<file path="src/rtl/pri_pkg.sv">
// Shared types and helpers for the priority encoder/decoder pair.
package pri_pkg;

  localparam int CNT_W = 8;

  typedef enum logic [1:0] {
    IDLE  = 2'd0,
    DRIVE = 2'd1,
    GAP   = 2'd2
  } state_e;

  function automatic logic [3:0] onehot4(input logic [1:0] idx);
    onehot4 = 4'b0001 << idx;
  endfunction

endpackage

</file>
<file path="src/rtl/pri_dec_cnt.sv">
// Loadable down-counter that saturates at zero instead of wrapping.
module pri_dec_cnt
  import pri_pkg::*;
(
  input  logic             clk,
  input  logic             rst,
  input  logic             load_i,
  input  logic [CNT_W-1:0] load_val_i,
  input  logic             dec_i,
  output logic             zero_o
);

  localparam logic [CNT_W-1:0] CNT_ONE = CNT_W'(1);

  logic [CNT_W-1:0] cnt_q, cnt_d;

  // Load has priority over decrement.
  always_comb begin
    cnt_d = cnt_q;
    if (load_i) begin
      cnt_d = load_val_i;
    end else if (dec_i && (cnt_q != '0)) begin
      cnt_d = cnt_q - CNT_ONE;
    end
  end

  always_ff @(posedge clk or posedge rst) begin
    if (rst) begin
      cnt_q <= '0;
    end else begin
      cnt_q <= cnt_d;
    end
  end

  assign zero_o = (cnt_q == '0);

endmodule

</file>
<file path="src/rtl/pri_dec_2to4_seq.sv">
// Sequenced 2-to-4 decoder: stretched one-hot strobe per accepted index, then a guard gap.
// Optional sticky overrun flag is built when PRI_DEC_OVERRUN_EN is defined.
module pri_dec_2to4_seq
  import pri_pkg::*;
#(
  parameter int unsigned HOLD_CYC = 4,
  parameter int unsigned GAP_CYC  = 1
) (
  input  logic       clk,
  input  logic       rst,
  input  logic       valid,
  input  logic [1:0] a,
  output logic       ready,
  output logic [3:0] y,
  output logic       busy,
  output logic       done
`ifdef PRI_DEC_OVERRUN_EN
  ,
  output logic       overrun
`endif
);

  localparam logic [CNT_W-1:0] HOLD_LD = CNT_W'(HOLD_CYC - 1);
  localparam logic [CNT_W-1:0] GAP_LD  = (GAP_CYC == 0) ? '0 : CNT_W'(GAP_CYC - 1);

  state_e           state_q, state_d;
  logic [1:0]       idx_q, idx_d;
  logic [3:0]       y_q, y_d;
  logic             done_q, done_d;
  logic             cnt_load, cnt_dec, cnt_zero;
  logic [CNT_W-1:0] cnt_load_val;

  pri_dec_cnt u_cnt (
    .clk       (clk),
    .rst       (rst),
    .load_i    (cnt_load),
    .load_val_i(cnt_load_val),
    .dec_i     (cnt_dec),
    .zero_o    (cnt_zero)
  );

  // y_d follows state_d so the strobe comes straight from a flop.
  always_comb begin
    state_d      = state_q;
    idx_d        = idx_q;
    y_d          = 4'b0000;
    done_d       = 1'b0;
    cnt_load     = 1'b0;
    cnt_dec      = 1'b0;
    cnt_load_val = HOLD_LD;
    case (state_q)
      IDLE: begin
        if (valid) begin
          idx_d        = a;
          cnt_load     = 1'b1;
          cnt_load_val = HOLD_LD;
          y_d          = onehot4(a);
          state_d      = DRIVE;
        end
      end
      DRIVE: begin
        if (cnt_zero) begin
          done_d = 1'b1;
          if (GAP_CYC == 0) begin
            state_d = IDLE;
          end else begin
            cnt_load     = 1'b1;
            cnt_load_val = GAP_LD;
            state_d      = GAP;
          end
        end else begin
          cnt_dec = 1'b1;
          y_d     = onehot4(idx_q);
        end
      end
      GAP: begin
        if (cnt_zero) begin
          state_d = IDLE;
        end else begin
          cnt_dec = 1'b1;
        end
      end
      default: state_d = IDLE;
    endcase
  end

  always_ff @(posedge clk or posedge rst) begin
    if (rst) begin
      state_q <= IDLE;
      idx_q   <= 2'd0;
      y_q     <= 4'b0000;
      done_q  <= 1'b0;
    end else begin
      state_q <= state_d;
      idx_q   <= idx_d;
      y_q     <= y_d;
      done_q  <= done_d;
    end
  end

  assign ready = (state_q == IDLE);
  assign busy  = (state_q == DRIVE) || (state_q == GAP);
  assign y     = y_q;
  assign done  = done_q;

`ifdef PRI_DEC_OVERRUN_EN
  logic overrun_q;

  // Sticky: flags a source that swapped its index while we were not ready.
  always_ff @(posedge clk or posedge rst) begin
    if (rst) begin
      overrun_q <= 1'b0;
    end else if (valid && !ready && (a != idx_q)) begin
      overrun_q <= 1'b1;
    end
  end

  assign overrun = overrun_q;
`endif

endmodule

</file>
<file path="config.mk">
export PLATFORM = sky130hd
export DESIGN_NAME = pri_dec_2to4_seq
export DESIGN_NICKNAME = d
export VERILOG_FILES = /design/src/rtl/pri_pkg.sv /design/src/rtl/pri_dec_cnt.sv /design/src/rtl/pri_dec_2to4_seq.sv
export SDC_FILE = /design/constraint.sdc
export NUM_CORES = 1
export LEC_CHECK = 0
export CAP_MARGIN = 20
export CORE_UTILIZATION = 59
export DETAILED_ROUTE_END_ITERATION = 8
export DONT_BUFFER_PORTS = 1
export PLACE_DENSITY_LB_ADDON = 0.15
export SETUP_SLACK_MARGIN = 0.15
export SLEW_MARGIN = 20
export SYNTH_ARGS = -nofsm -noshare
export SYNTH_HDL_FRONTEND = slang
export SYNTH_SLANG_ARGS = --single-unit
</file>
<file path="constraint.sdc">
create_clock -name clk -period 2.65 [get_ports clk]
set_clock_uncertainty 0.2 [all_clocks]
set_input_delay 0.53 -clock clk [delete_from_list [all_inputs] [get_ports clk]]
set_output_delay 0.53 -clock clk [all_outputs]
set_load 0.02 [all_outputs]
</file>
==> run metrics <==
post-route worst setup slack 0.530 ns; gr ovfl total 0; Reg2Reg Depth 6; Comb pwr share 0.480; WL met1 708 um; met2 WL between 600 and 700 um; H-tree levels 1; worst-margin pin slew roughly 0.67 ns; largest net degree at the start of global routing 18; CP Class flop to flop; Worst path max stage delay 0.44 ns; Synth Net Count 96; warnings from Yosys 0; DR top layer met4; Critical Path End Type flop; most common cell after layout, fill and taps aside dfrtp_1; num rows 13; outcome complete, no violations; Fin. Hold Viols 0; multiplexer share of the synthesized area 0.0484; clock share of power 0.116; port bufs 0; Vias/cell between 5 and 6; Num CTS Buffers 3; Synth top area share 0.484; XOR/XNOR share of the synthesized area 0.0299; fin crit share 0.800; crit path launch type flop; Clk pin slew, worst setup/hold paths approximately 0.10 ns; fin nets between 100 and 150; first-pass GRT wire length 2.49 mm; Post-Synth Adder-Cell Area 0.0712; DRC errors left 0; switching pwr 0.505 mW; hold_ws 0.00684 ns; maximum VDD drop 666 uV; Mapped Cells 86; Post-Synth Simple-Gate Area 0.215; Final GP Congestion 0.716; largest family of logic cells by synthesized area simple AND/OR/NAND/NOR gates; CTS tree done; Resize count post-CTS 0; HP Class primary input to asynchronous set/reset pin; DRT iter0 DRCs 11; antenna violations before repair 0; RSZ-0062 raised after global routing no; post-CTS setup buffers 0; Initial Util 0.651; layout cells sized above 1 0.132; fmax 472 MHz; crit-path max FO 5; Synth cell types 30; clk root buf clkbuf_4; Max Slew Vio Count 0; flops & latches, synth 17; Core Region approximately 1400 um^2; register share of total power 0.404; register area share after synthesis 0.484; design area 932 um^2; reg2reg start u_cnt.cnt_q[0]; Detailed Place HPWL roughly 1.1 mm; Post-Synthesis Cell Area around 880 um^2; Synth Area per Inst 10.2 um^2; die footprint 1650 um^2; WL final roughly 1.5 mm; Die Ht 40.6 um; final setup vio count 0; crit path cell chain inv_1 -> ha_1 -> nor4b_2 -> a21oi_1 -> a21oi_1 -> mux2_2; post-synth top area cell dfrtp_1; Post-DP Area 905 um^2; antenna cells 0; Routed Antenna Nets 0; Power per Cell Area 1240 nW/um^2; vias in the first global route 617; setup_tns 0 ns; Worst Path Required approximately 2.6 ns; routed len/inst 13.8 um; reg2reg setup slack 0.53 ns; Crit path top cell by count a21oi_1; Sink Count 17; worst rel slew slack 0.547; capture point of the worst reg-to-reg path state_q[1]; Die W a little over 40 um; Final Critical Period 2.12 ns; area grow syn2layout 6.13%; via count roughly 630; Synth Area in Compound Gates 0.117; worst-case clock buffer depth 2; worst skew pair latency 0.28 ns; Int Pwr 0.648 mW; Routed met3 length 47 um; Max Cap Viol 0; num ports 12; cell with the largest stage delay on the worst path nor4b_2; pre-CTS setup slack 0.510 ns; Synth area leaders dfrtp_1 48%, ha_1 7.1%, nor2_1 3.8%; Switching Share 0.438; leak pwr 0.449 nW; Data arrival, critical path 2.10 ns; Hold-fix buffers, CTS 0; drt first pass iters 4; gr usage total 0.229; most frequent cells in the layout 17 x dfrtp_1, 9 x nor2_1, 8 x nand2_1, 8 x inv_1, 6 x a21oi_1
-- power by group through the flow --
stage | clock, mW | sequential (mW) | combinational (mW)
after floorplan | 0 | 0.453 | 0.452
after global placement | 0 | 0.466 | 0.529
after detailed placement | 0 | 0.473 | 0.552
after CTS | 0.136 | 0.466 | 0.555
after global routing | 0.150 | 0.484 | 0.622
final | 0.133 | 0.466 | 0.554
-- metrics by stage --
stage | instances | power, mW | utilization
5_1_grt | 106 | 1.26 | 0.690
3_3_place_gp | 102 | 0.995 | 0.670
3_5_place_dp | 102 | 1.02 | 0.670
2_1_floorplan | 86 | 0.905 | -
6_report | 106 | 1.15 | 0.690
4_1_cts | 106 | 1.16 | 0.690
-- synthesized netlist by cell type --
| cell | number |
|---|---|
| mux2i_1 | 2 |
| mux2_1 | 1 |
| mux2_2 | 1 |
| nor2_1 | 9 |
| a211oi_1 | 1 |
| o22ai_1 | 2 |
| or3b_2 | 1 |
| xor2_1 | 2 |
| a21oi_2 | 1 |
| nor2b_1 | 1 |
| nand3_1 | 3 |
| xnor2_1 | 1 |
| nor3b_2 | 1 |
| o21ai_4 | 1 |
| o22a_1 | 1 |
| o2bb2ai_1 | 1 |
| o21ai_0 | 2 |
| a21oi_1 | 6 |
| nor4b_2 | 1 |
| nand4_1 | 1 |
| nor3_1 | 3 |
| ha_1 | 5 |
| nand2_1 | 8 |
| nand2b_1 | 2 |
| or4b_4 | 1 |
| nand3b_1 | 1 |
| dfrtp_1 | 17 |
| or3_1 | 1 |
| and3_1 | 1 |
| inv_1 | 8 |
-- metal layers --
layer | GRT usage | vias up
met2 | 0.361 | 16
met5 | 0 | -
met4 | 0.100 | 0
li1 | - | 307
met3 | 0.0611 | 4
met1 | 0.289 | 307
-- how the worst max path moves through the flow --
stage	from	end	slack, ns	depth (start not counted)
after floorplan	state_q[0]	u_cnt.cnt_q[3]	0.61	6
after global placement	u_cnt.cnt_q[0]	state_q[1]	0.60	6
after detailed placement	u_cnt.cnt_q[0]	state_q[1]	0.51	6
after CTS	u_cnt.cnt_q[0]	state_q[1]	0.53	6
after global routing	u_cnt.cnt_q[0]	state_q[1]	0.37	6
final	u_cnt.cnt_q[0]	state_q[1]	0.53	6
-- worst max-delay path: cells and delay by family, from the launching register on --
| family | cells | cell delay (ns) |
|---|---|---|
| and+or+nand+nor | 1 | 0.44 |
| AOI/OAI and AO/OA | 2 | 0.36 |
| buffers and inverters | 1 | 0.10 |
| muxes | 1 | 0.34 |
| adders and majority gates | 1 | 0.18 |
| DFF | 1 | 0.40 |
-- registers in the layout (all words and copies together), names as in the netlist --
name         cells
done             1
idx_q            2
u_cnt.cnt_q      8
y                4
state_q          2
-- cell families after synthesis --
| family | count (synthesis) |
|---|---|
| muxes | 4 |
| AOI/OAI and AO/OA | 15 |
| xor gates and xnor gates | 3 |
| DFF | 17 |
| adders and majority gates | 5 |
| and+or+nand+nor | 34 |
| buffers and inverters | 8 |
-- layout make-up --
cell class / instances / area (um^2)
sequential: 17 / 425
multi-input combinational: 61 / 423
fill: 113 / 418
inverter: 8 / 30.0
clock buffer: 3 / 22.5
tap: 15 / 18.8
timing repair buffer: 1 / 7.51
clock inverter: 1 / 5.00
Power figures use the tool's default switching activity.
